--- src/rtl/pipe_ctrl_pkg.sv ---
// Shared encodings for the pipeline hazard controller: FSM states, PC source
// select codes and the bit index of each pipeline register in stall/flush.
package pipe_ctrl_pkg;

    typedef enum logic [1:0] {
        RUN   = 2'd0,
        DIV   = 2'd1,
        MWAIT = 2'd2,
        EXC   = 2'd3
    } state_e;

    typedef enum logic [1:0] {
        SEQ     = 2'd0,
        EXC_VEC = 2'd1,
        EPC     = 2'd2
    } pc_sel_e;

    localparam int IF_ID  = 0;
    localparam int ID_EX  = 1;
    localparam int EX_MEM = 2;
    localparam int MEM_WB = 3;

endpackage

--- src/rtl/sat_counter.sv ---
// Up-counter that sticks at all-ones instead of wrapping.
module sat_counter #(
    parameter int W = 32
) (
    input  logic         clk,
    input  logic         rst_n,
    input  logic         inc,
    output logic [W-1:0] count
);

    always_ff @(posedge clk or negedge rst_n) begin
        if (!rst_n) begin
            count <= '0;
        end else if (inc && (count != '1)) begin
            count <= count + 1'b1;
        end
    end

endmodule

--- src/rtl/pipe_hazard_ctrl.sv ---
// Stall/flush sequencer for the 5-stage pipeline: load-use, SRAM waits,
// multi-cycle divide and exception/ERET redirect, plus a stall-cycle counter.
//
// state | meaning
// RUN   | normal issue; load-use and fetch-wait bubbles resolved here
// DIV   | divider busy, front of the pipe held, bubbles fed into EX_MEM
// MWAIT | data SRAM wait, whole pipe frozen, bubbles fed into MEM_WB
// EXC   | post-redirect hold, fetch bubbles only, exc/eret ignored
module pipe_hazard_ctrl
    import pipe_ctrl_pkg::*;
#(
    parameter int CNT_W    = 32,
    parameter int EXC_HOLD = 2
) (
    input  logic             clk,
    input  logic             rst_n,
    input  logic             lu_hazard_i,
    input  logic             imem_ready_i,
    input  logic             dmem_req_i,
    input  logic             dmem_ready_i,
    input  logic             ex_div_i,
    input  logic             div_done_i,
    input  logic             exc_i,
    input  logic             eret_i,
    output logic             pc_stall_o,
    output logic [2:0]       stall_o,
    output logic [3:0]       flush_o,
    output logic [1:0]       pc_sel_o,
    output logic             div_start_o,
    output logic             div_abort_o,
    output logic [1:0]       state_o,
    output logic [CNT_W-1:0] stall_cycles_o
);

    localparam logic [1:0] HOLD_INIT = 2'(EXC_HOLD - 1);

    state_e     state, state_nxt;
    logic [1:0] hold, hold_nxt;
    logic       redirect, dmem_wait;

    always_comb begin
        pc_stall_o  = 1'b0;
        stall_o     = 3'b000;
        flush_o     = 4'b0000;
        pc_sel_o    = SEQ;
        div_start_o = 1'b0;
        div_abort_o = 1'b0;
        state_nxt   = state;
        hold_nxt    = hold;
        redirect    = (exc_i | eret_i) && (state != EXC);
        dmem_wait   = dmem_req_i & ~dmem_ready_i;

        if (state == EXC) begin
            flush_o[IF_ID] = 1'b1;
            if (hold == 2'd0) begin
                state_nxt = RUN;
            end else begin
                hold_nxt = hold - 2'd1;
            end
        end else if (redirect) begin
            flush_o     = 4'b1111;
            pc_sel_o    = exc_i ? EXC_VEC : EPC;
            div_abort_o = (state == DIV);
            state_nxt   = EXC;
            hold_nxt    = HOLD_INIT;
        end else if (dmem_wait) begin
            pc_stall_o      = 1'b1;
            stall_o         = 3'b111;
            flush_o[MEM_WB] = 1'b1;
            state_nxt       = MWAIT;
        end else if ((state == DIV) && !div_done_i) begin
            pc_stall_o      = 1'b1;
            stall_o         = 3'b011;
            flush_o[EX_MEM] = 1'b1;
        end else if ((state != DIV) && ex_div_i && !div_done_i) begin
            div_start_o     = 1'b1;
            pc_stall_o      = 1'b1;
            stall_o         = 3'b011;
            flush_o[EX_MEM] = 1'b1;
            state_nxt       = DIV;
        end else begin
            // Plain RUN decision; also covers a divide that finishes in its launch cycle.
            div_start_o = (state != DIV) && ex_div_i;
            state_nxt   = RUN;
            if (lu_hazard_i) begin
                pc_stall_o     = 1'b1;
                stall_o[IF_ID] = 1'b1;
                flush_o[ID_EX] = 1'b1;
            end else if (!imem_ready_i) begin
                pc_stall_o     = 1'b1;
                flush_o[IF_ID] = 1'b1;
            end
        end

        // Controls are forced quiet for as long as reset is held.
        if (!rst_n) begin
            pc_stall_o  = 1'b0;
            stall_o     = 3'b000;
            flush_o     = 4'b0000;
            pc_sel_o    = SEQ;
            div_start_o = 1'b0;
            div_abort_o = 1'b0;
        end
    end

    always_ff @(posedge clk or negedge rst_n) begin
        if (!rst_n) begin
            state <= RUN;
            hold  <= 2'd0;
        end else begin
            state <= state_nxt;
            hold  <= hold_nxt;
        end
    end

    assign state_o = state;

    sat_counter #(
        .W(CNT_W)
    ) u_stall_cnt (
        .clk   (clk),
        .rst_n (rst_n),
        .inc   (pc_stall_o),
        .count (stall_cycles_o)
    );

endmodule

--- config.mk ---
export PLATFORM = sky130hd
export DESIGN_NAME = pipe_hazard_ctrl
export DESIGN_NICKNAME = d
export VERILOG_FILES = /design/src/rtl/pipe_ctrl_pkg.sv /design/src/rtl/sat_counter.sv /design/src/rtl/pipe_hazard_ctrl.sv
export SDC_FILE = /design/constraint.sdc
export NUM_CORES = 1
export LEC_CHECK = 0
export ABC_CLOCK_PERIOD_IN_PS = 6300
export BUFFER_PORTS_ARGS = -buffer_cell sky130_fd_sc_hd__buf_2
export CELL_PAD_IN_SITES_DETAIL_PLACEMENT = 0
export CELL_PAD_IN_SITES_GLOBAL_PLACEMENT = 1
export CORE_MARGIN = 2
export CORE_UTILIZATION = 42
export CTS_CLUSTER_SIZE = 14
export DETAILED_ROUTE_END_ITERATION = 6
export PLACE_DENSITY = 0.88
export REMOVE_ABC_BUFFERS = 1
export SETUP_SLACK_MARGIN = 0.05
export SLEW_MARGIN = 20
export SYNTH_ARGS = -nofsm -noshare
export SYNTH_HDL_FRONTEND = slang
export SYNTH_SLANG_ARGS = --single-unit
--- constraint.sdc ---
create_clock -name clk -period 6.3 [get_ports clk]
set_clock_uncertainty 0.05 [all_clocks]
set_input_delay 1.26 -clock clk [delete_from_list [all_inputs] [get_ports clk]]
set_output_delay 1.26 -clock clk [all_outputs]
set_load 0.01 [all_outputs]
==> flow_summary.yaml, run 1 <==
status:
  status: "completed"
critical_path:
  crit_slowest_cell: "nor2_1"
  arrival_ns: 2.71
  path_cells: "buf_2 > nor2_1 > nand3_1 > a21oi_2 > buf_4 > buf_2"
  crit_path_start_kind: "input port"
  r2r_end: "u_stall_cnt.count[1]"
  worstPathMaxFanout: 17
  reg2reg_setup_slack_ns: 3.56
  rr_worst_depth: 6
  timing.rr.start: "u_stall_cnt.count[0]"
  critPathTopFamily: "simple AND/OR/NAND/NOR gates"
  cp_num_buf_inv: 3
  slowest_delay_ns: 0.40
  end_kind: "primary output"
  critPathKind: "input port to primary output"
  required_ns: 4.99
  critPathMostFrequentCell: "buf_2"
clocking:
  clk_path_buf_depth: 2
  cts_tree: "done"
  post_cts_resized: 0
  clock-sinks: 36
  numCtsBuffers: 5
  htree_levels: 2
  insertion_delay_ns: 0.29
  holdBufCountCts: 0
  cts_root_buf: "clkbuf_8"
  path_clk_slew_ns: 0.08
  cts_setup_buffers: 0
timing:
  hold_viol: 0
  maxSlewHeadroom_pct: 44.1
  fmax_ghz: 0.249
  slew_violations: 0
  period_share_pct: 63.8
  rsz0062_at_grt: "false"
  setup_tns_ns: 0
  whs_ns: 0.436
  tightest_slew_ns: 0.839
  period_minus_slack_ns: 4.02
  setup_viol: 0
floorplanning:
  core_area_sq_um: 4410
  die_x_um: 71.9
  fp.dieArea_sq_um: 5170
  rows: 24
  io-pin-count: 56
  die_y_um: 71.9
  initial_core_util_pct: 43.9
synthesis:
  synth-edff-count: 0
  synthAdderAreaFrac_pct: 1.29
  yosys.area_share.simple_pct: 26.6
  synth_area_sq_um: 1940
  avgSynthCellArea_sq_um: 10.6
  synth_compound_gate_area_share_pct: 8.39
  synth_mux_area_share_pct: 0.581
  synth-xor-area-share_pct: 14.0
  synth_flop_cell: "dfrtp_1"
  synthDistinctLibCells: 36
  yosysSeqAreaShare_pct: 46.5
  syn_inst: 183
  ys_ff_latch: 36
  yosys.area.top_type: "dfrtp_1"
  yosysWarningCount: 0
  netlist.area_leader.share_pct: 46.5
  async_flop_share_pct: 100
  synth_top_family_by_area: "simple AND/OR/NAND/NOR gates"
  synth_area_leaders: "dfrtp_1, xnor2_1, nand4_1, and3_1, nand3_1"
finish:
  insertedDiodeCount: 0
  final_cell_area_sq_um: 2340
  drive_gt1_share_pct: 30.5
  layout.nets: 254
  syn_to_final_growth_pct: 21.0
  n_fill_cell: 411
route:
  drt_iter0_drc: 80
  drcViolationCount: 0
  first_pass_iters: 4
  routedWlPerCell_um: 13.9
  ant_nets: 0
  viasPerCell: 5.41
  drt-total-wl_um: 4100
  routed-via-count: 1597
power:
  clkPwrFrac_pct: 28.2
  power.switching_uw: 182
  p_int_uw: 386
  seq_power_share_pct: 48.6
  powerDensity_nw_per_um2: 243
  peakVddDrop_mv: 0.134
  p_leak_nw: 1.12
  p_comb_share_pct: 23.2
  power.total_uw: 569
  p_sw_share_pct: 32.0
global_route:
  gr-total-overflow: 0
  antenna_found_initial: 0
  grt_max_degree: 42
  grt_first_pass_wirelength_um: 6690
  grt_use_total_pct: 16.3
  grt_pass1_vias: 1465
placement:
  place.gp.congestion: 0.802
  dpl_cell_area_sq_um: 2260
  dp_hpwl_um: 2930
  io_buffers: 55
worst_hold_path:
  hp-start: "hold[0]"
  hold_path.class: "flop to flop"
  min_path_cells: 1
  hold_end: "hold[0]"
run:
  drv_cap: 0
cells in the mapped netlist (3+ instances only):
| library cell | number |
|---|---|
| nand3_1 | 12 |
| a21oi_1 | 5 |
| nand2_1 | 10 |
| xnor2_1 | 31 |
| nand4_1 | 21 |
| inv_1 | 4 |
| nor3b_1 | 3 |
| dfrtp_1 | 36 |
| nor2_1 | 7 |
| and3_1 | 12 |
| and4_1 | 4 |
| o21ai_0 | 3 |
| and2_1 | 5 |
metal layers:
metal  vias up  global-route usage, %  wire length [um]
met4         0                   5.66                43
met2        36                   25.5              1880
met1       764                   22.4              2000
li1        795                      -                 -
met3         2                   3.75               170
met5         -                      0                 0
cell families (layout without fill, tap and decap cells):
logic type      after synthesis  count (layout)
simple gates                 86              86
flops                        36              36
xor+xnor                     31              31
compound gates               18              18
buf+inv                       9              69
fa+ha+maj                     2               2
mux                           1               1
placed cells by master (no fill, tap or decap), types with 2 or more instances in the layout:
cell type	count
buf_2	55
dfrtp_1	36
xnor2_1	31
nand4_1	21
nand3_1	12
and3_1	12
nand2_1	10
nor2_1	7
a21oi_1	5
and2_1	5
clkbuf_8	5
inv_1	4
and4_1	4
nor3b_1	3
o21ai_0	3
nor2b_1	2
a211oi_1	2
a2111oi_4	2
nor3_1	2
nand3_2	2
ha_1	2
clkinv_2	2
buf_4	2
sequential cells by signal, indices dropped and copies added (netlist names):
| signal | flops |
|---|---|
| state_o | 2 |
| u_stall_cnt.count | 32 |
| hold | 2 |
layout make-up:
class	instances	area [sq um]	share of cell area (%)
Clock inverter	3	18.8	0.800
Clock buffer	5	68.8	2.93
Timing Repair Buffer	57	290	12.4
Sequential cell	36	901	38.4
Tap cell	52	65.1	2.77
Inverter	4	15.0	0.640
Multi-Input combinational cell	138	986	42.0
worst reg2reg max path: stages, from the launching register on:
cell and delay (ns):
dfrtp_1 0.41, ha_1 0.18, and3_1 0.24, nand3_1 0.18
or4b_1 0.94, nand2_1 0.28, mux2_2 0.35
metrics by stage:
step           std cells  setup slack (ns)  util, %
2_1_floorplan        178              2.65        -
3_3_place_gp         287              2.27     51.1
3_5_place_dp         287              2.24     51.1
4_1_cts              295              2.25     53.1
5_1_grt              295              2.10     53.1
6_report             295              2.28     53.1
power by group through the flow:
| stage | sequential (mW) | clock (mW) | combinational [mW] |
|---|---|---|---|
| after floorplan | 0.284 | 0 | 0.0772 |
| after global placement | 0.280 | 0 | 0.132 |
| after detailed placement | 0.280 | 0 | 0.133 |
| after CTS | 0.276 | 0.165 | 0.134 |
| after global routing | 0.280 | 0.173 | 0.151 |
| final | 0.276 | 0.160 | 0.132 |
worst max path at each step:
stage           start          to  cells past startpoint
2_1_floorplan  eret_i  pc_stall_o                      3
3_3_place_gp    rst_n  pc_stall_o                      6
3_5_place_dp    rst_n  pc_stall_o                      6
4_1_cts         rst_n  pc_stall_o                      6
5_1_grt         rst_n  pc_stall_o                      6
6_report       eret_i  pc_stall_o                      6
No activity file was read; power rests on OpenSTA's default activity.
==> inputs of run 2 (changes only) <==
Settings changed: ABC_CLOCK_PERIOD_IN_PS 6300 to 3600, CORE_UTILIZATION 42 to 35, PLACE_DENSITY 0.88 to 0.79.
Clock period 6.3 ns to 3.6 ns, I/O delays scaled along.
==> run 2 against run 1 <==
Against the previous run:
- via count is 0.63% lower
- combinational power up 77%
- sequential share of layout area down 1.2 points
- die area grew 19%
- largest power group unchanged
- global-route usage decreased by 1.5 points
- clock power rose by 140%
- final area is 3.4% higher
==> flow_summary.yaml, run 2 (synthesized netlist as in run 1, its figures left out) <==
floorplanning:
  core_area_sq_um: 5440
  fp.dieArea_sq_um: 6150
  die_y_um: 78.4
  die_x_um: 78.4
  io-pin-count: 56
  rows: 27
  initial_core_util_pct: 35.6
timing:
  setup_tns_ns: 0
  rsz0062_at_grt: "false"
  fmax_ghz: 0.364
  tightest_slew_ns: 0.642
  slew_violations: 0
  setup_viol: 0
  period_share_pct: 76.2
  maxSlewHeadroom_pct: 57.1
  fin_ws_ns: 0.855
  period_minus_slack_ns: 2.74
  hold_viol: 0
global_route:
  grt_pass1_vias: 1484
  grt_first_pass_wirelength_um: 7180
  antenna_found_initial: 0
  grt_use_total_pct: 14.7
  gr-total-overflow: 0
  grt_max_degree: 23
clocking:
  holdBufCountCts: 0
  post_cts_resized: 0
  clock-sinks: 36
  cts_root_buf: "clkbuf_8"
  htree_levels: 2
  clk_path_buf_depth: 2
  numCtsBuffers: 5
  path_clk_slew_ns: 0.07
  cts_tree: "done"
  insertion_delay_ns: 0.28
  cts_setup_buffers: 0
power:
  peakVddDrop_mv: 0.248
  power.total_mw: 1.10
  p_leak_nw: 1.15
  powerDensity_nw_per_um2: 454
finish:
  final_common_cell: "buf_2"
  syn_to_final_growth_pct: 25.0
  largest_reg_flops: 32
  seq_area_sq_um: 901
  multiInputGateArea_sq_um: 986
  final_core_util_pct: 44.6
  regMostFlops: "u_stall_cnt.count"
  n_fill_cell: 549
  insertedDiodeCount: 0
  layout_common_cells: "buf_2, dfrtp_1, xnor2_1"
  final_cell_area_sq_um: 2420
  drive_gt1_share_pct: 31.0
  layout.nets: 256
critical_path:
  slowest_delay_ns: 0.52
  path_cells: "buf_2 > nor2b_1 > a2111oi_4 > nand2b_1 > a31oi_1 > buf_2"
  worstSetupPathDepth: 6
  crit_slowest_cell: "a2111oi_4"
  critPathTopFamily: "compound AO/OA/AOI/OAI gates"
  required_ns: 2.83
  crit_path_start_kind: "input port"
  cp_num_buf_inv: 2
  rr_worst_depth: 6
  worstPathMaxFanout: 6
  arrival_ns: 1.97
  end_kind: "primary output"
  critPathKind: "input port to primary output"
  critPathMostFrequentCell: "buf_2"
route:
  viasPerCell: 5.01
  wl_met2_um: 2010
  drcViolationCount: 0
  routed-via-count: 1587
  first_pass_iters: 4
  wl_met3_um: 167
  ant_nets: 0
  drt-total-wl_um: 4300
  highest_layer: "met4"
  wl_met1_um: 2100
  routedWlPerCell_um: 13.6
  drt_iter0_drc: 60
run:
  drv_cap: 0
status:
  status: "completed"
placement:
  place_ws_ns: 0.827
  dpl_cell_area_sq_um: 2300
  dp_hpwl_um: 3260
  io_buffers: 55
  place.gp.congestion: 0.730
worst_hold_path:
  hold_path.class: "input port to asynchronous set/reset pin"
-- run 2: metal layers --
metal  GRT usage [%]  vias to the layer above
met5               0                        -
met3            4.02                        2
met1            20.5                      758
met2            22.6                       34
met4            4.21                        0
li1                -                      793
-- run 2: through the flow --
step / hold slack, ns / instances
global placement: 0.413 / 309
global route: 0.358 / 317
CTS: 0.349 / 317
detailed placement: 0.423 / 309
floorplan: 0.374 / 178
finish: 0.341 / 317
-- run 2: path summary, 6_finish.rpt --
kind / startpoint / endpoint / slack [ns]
min reg2reg: hold[1] / hold[1] / 0.43
min in group clk: hold[1] / hold[1] / 0.43
max reg2reg: u_stall_cnt.count[0] / u_stall_cnt.count[1] / 1.34
max in group asynchronous: rst_n / u_stall_cnt.count[0] / 2.52
min: rst_n / u_stall_cnt.count[12] / 0.34
max: dmem_req_i / flush_o[0] / 0.86
-- run 2: cell type report --
class	count	share of cell area, %
Timing Repair Buffer	59	12.6
Tap cell	72	3.72
Clock buffer	7	3.98
Multi-Input combinational cell	138	40.7
Sequential cell	36	37.2
Clock inverter	1	1.24
Inverter	4	0.620
-- run 2: where the power goes --
part	internal (mW)	switching, mW	leakage, nW	total [mW]
combinational	0.101	0.132	0.596	0.233
sequential	0.442	0.0394	0.487	0.482
clock	0.244	0.141	0.0645	0.385
total	0.787	0.312	1.15	1.10
==> inputs of run 3 (changes only) <==
Settings changed: ABC_CLOCK_PERIOD_IN_PS 3600 to 2900, CORE_UTILIZATION 35 to 39, PLACE_DENSITY 0.79 to 0.83.
Clock period 3.6 ns to 2.9 ns, I/O delays scaled along.
==> run 3 against run 2 <==
Against the previous run:
- power increased by 20%
- critical path depth decreased by 1
- first-iteration DRC count increased by 25%
- sequential share of layout area increased by 0.39 points
- clock-buffer cell count decreased by 1
- worst hold slack got worse by 0.23 ns
- register-to-register slack got worse by 0.82 ns
- setup slack got worse by 0.44 ns
- die area decreased by 9.7%
- sequential power increased by 25%
- critical path type is now flop to primary output
- critical endpoint unchanged
==> flow_summary.yaml, run 3 (synthesized netlist as in run 1, its figures left out) <==
floorplanning:
  core_area_sq_um: 4750
  die_x_um: 74.5
  die_y_um: 74.5
  fp.dieArea_sq_um: 5550
  initial_core_util_pct: 40.8
  rows: 25
  io-pin-count: 56
finish:
  largest_reg_flops: 32
  insertedDiodeCount: 0
  regMostFlops: "u_stall_cnt.count"
  final_common_cell: "buf_2"
  final_core_util_pct: 50.4
  syn_to_final_growth_pct: 23.8
  drive_gt1_share_pct: 30.6
  layout_common_cells: "buf_2, dfrtp_1, xnor2_1"
  layout.nets: 256
route:
  ant_nets: 0
  routed-via-count: 1607
  first_pass_iters: 4
  drcViolationCount: 0
  drt_iter0_drc: 75
  drt-total-wl_um: 4220
  viasPerCell: 5.15
  routedWlPerCell_um: 13.5
timing:
  tightest_slew_ns: 0.637
  setup_tns_ns: 0
  slew_violations: 0
  rsz0062_at_grt: "false"
  fmax_ghz: 0.402
  setup_viol: 0
  maxSlewHeadroom_pct: 57.4
  hold_viol: 0
  period_minus_slack_ns: 2.49
  period_share_pct: 85.7
  fin_ws_ns: 0.414
clocking:
  cts_tree: "done"
  clk_path_buf_depth: 2
  htree_levels: 2
  clock-sinks: 36
  path_clk_slew_ns: 0.07
  holdBufCountCts: 0
  cts_root_buf: "clkbuf_8"
  insertion_delay_ns: 0.28
  numCtsBuffers: 5
  cts_setup_buffers: 0
  post_cts_resized: 0
placement:
  dp_hpwl_um: 3150
  place.gp.congestion: 0.790
  io_buffers: 55
  place_ws_ns: 0.404
global_route:
  grt_pass1_vias: 1499
  grt_first_pass_wirelength_um: 7020
  gr-total-overflow: 0
  grt_use_total_pct: 16.5
  antenna_found_initial: 0
  grt_max_degree: 30
critical_path:
  end_kind: "primary output"
  critPathKind: "flop to primary output"
  crit_path_start_kind: "flop"
  slowest_delay_ns: 0.48
  worstPathMaxFanout: 8
  path_cells: "nor3b_1 > a2111oi_4 > nand2b_1 > a31oi_1 > buf_2"
  rr_worst_depth: 6
  arrival_ns: 1.86
  crit_slowest_cell: "a2111oi_4"
  required_ns: 2.27
worst_hold_path:
  hold_path.class: "input port to asynchronous set/reset pin"
power:
  peakVddDrop_mv: 0.281
  powerDensity_nw_per_um2: 552
  power.total_mw: 1.32
  p_leak_nw: 1.14
run:
  drv_cap: 0
status:
  status: "completed"
run 3: cell types whose count changed in the layout (fill, tap and decap cells not counted), sizes merged:
cell and delta:
clkinv +1, clkbuf -1
run 3: critical path, delay by kind of cell (launching register included):
kind                   cells  cell delay [ns]
AOI/OAI and AO/OA          2             0.65
buffers and inverters      1             0.15
DFF                        1             0.46
and+or+nand+nor            2             0.31
run 3: metal layers:
metal  part of all wire (%)  track usage (%)  vias to the layer above
met5                      0                0                        -
met4                   0.85             4.76                        0
met3                    5.9             5.01                        4
met2                     42             24.0                       45
met1                     51             23.8                      768
li1                       -                -                      790
run 3: worst paths after layout:
| path | startpoint | end | slack [ns] |
|---|---|---|---|
| min | rst_n | state_o[1] | 0.11 |
| max in group asynchronous | rst_n | u_stall_cnt.count[23] | 2.06 |
| max reg2reg | u_stall_cnt.count[0] | u_stall_cnt.count[1] | 0.52 |
| max | state_o[0] | flush_o[0] | 0.41 |
| min in group clk | hold[1] | hold[1] | 0.43 |
| min reg2reg | hold[1] | hold[1] | 0.43 |
run 3: through the flow:
stage	instance area, sq um	hold slack (ns)	cells
detailed placement	2290	0.419	304
floorplan	1900	0.234	178
global route	2400	0.103	312
global placement	2290	0.415	304
finish	2400	0.108	312
CTS	2400	0.108	312
run 3: layout make-up:
cell class | count | area (sq um)
multi-input cells | 138 | 986
fillers | 476 | 2360
inverters | 4 | 15.0
clock buffers | 6 | 72.6
repair buffers | 59 | 305
well taps | 67 | 83.8
flip-flops and latches | 36 | 901
clock inverters | 2 | 35.0
run 3: report_power, final:
| part | internal [mW] | total, mW | leakage, nW | switching, mW |
|---|---|---|---|---|
| combinational | 0.126 | 0.290 | 0.596 | 0.164 |
| sequential | 0.549 | 0.604 | 0.487 | 0.0554 |
| clock | 0.255 | 0.430 | 0.0552 | 0.175 |
| total | 0.930 | 1.32 | 1.14 | 0.395 |
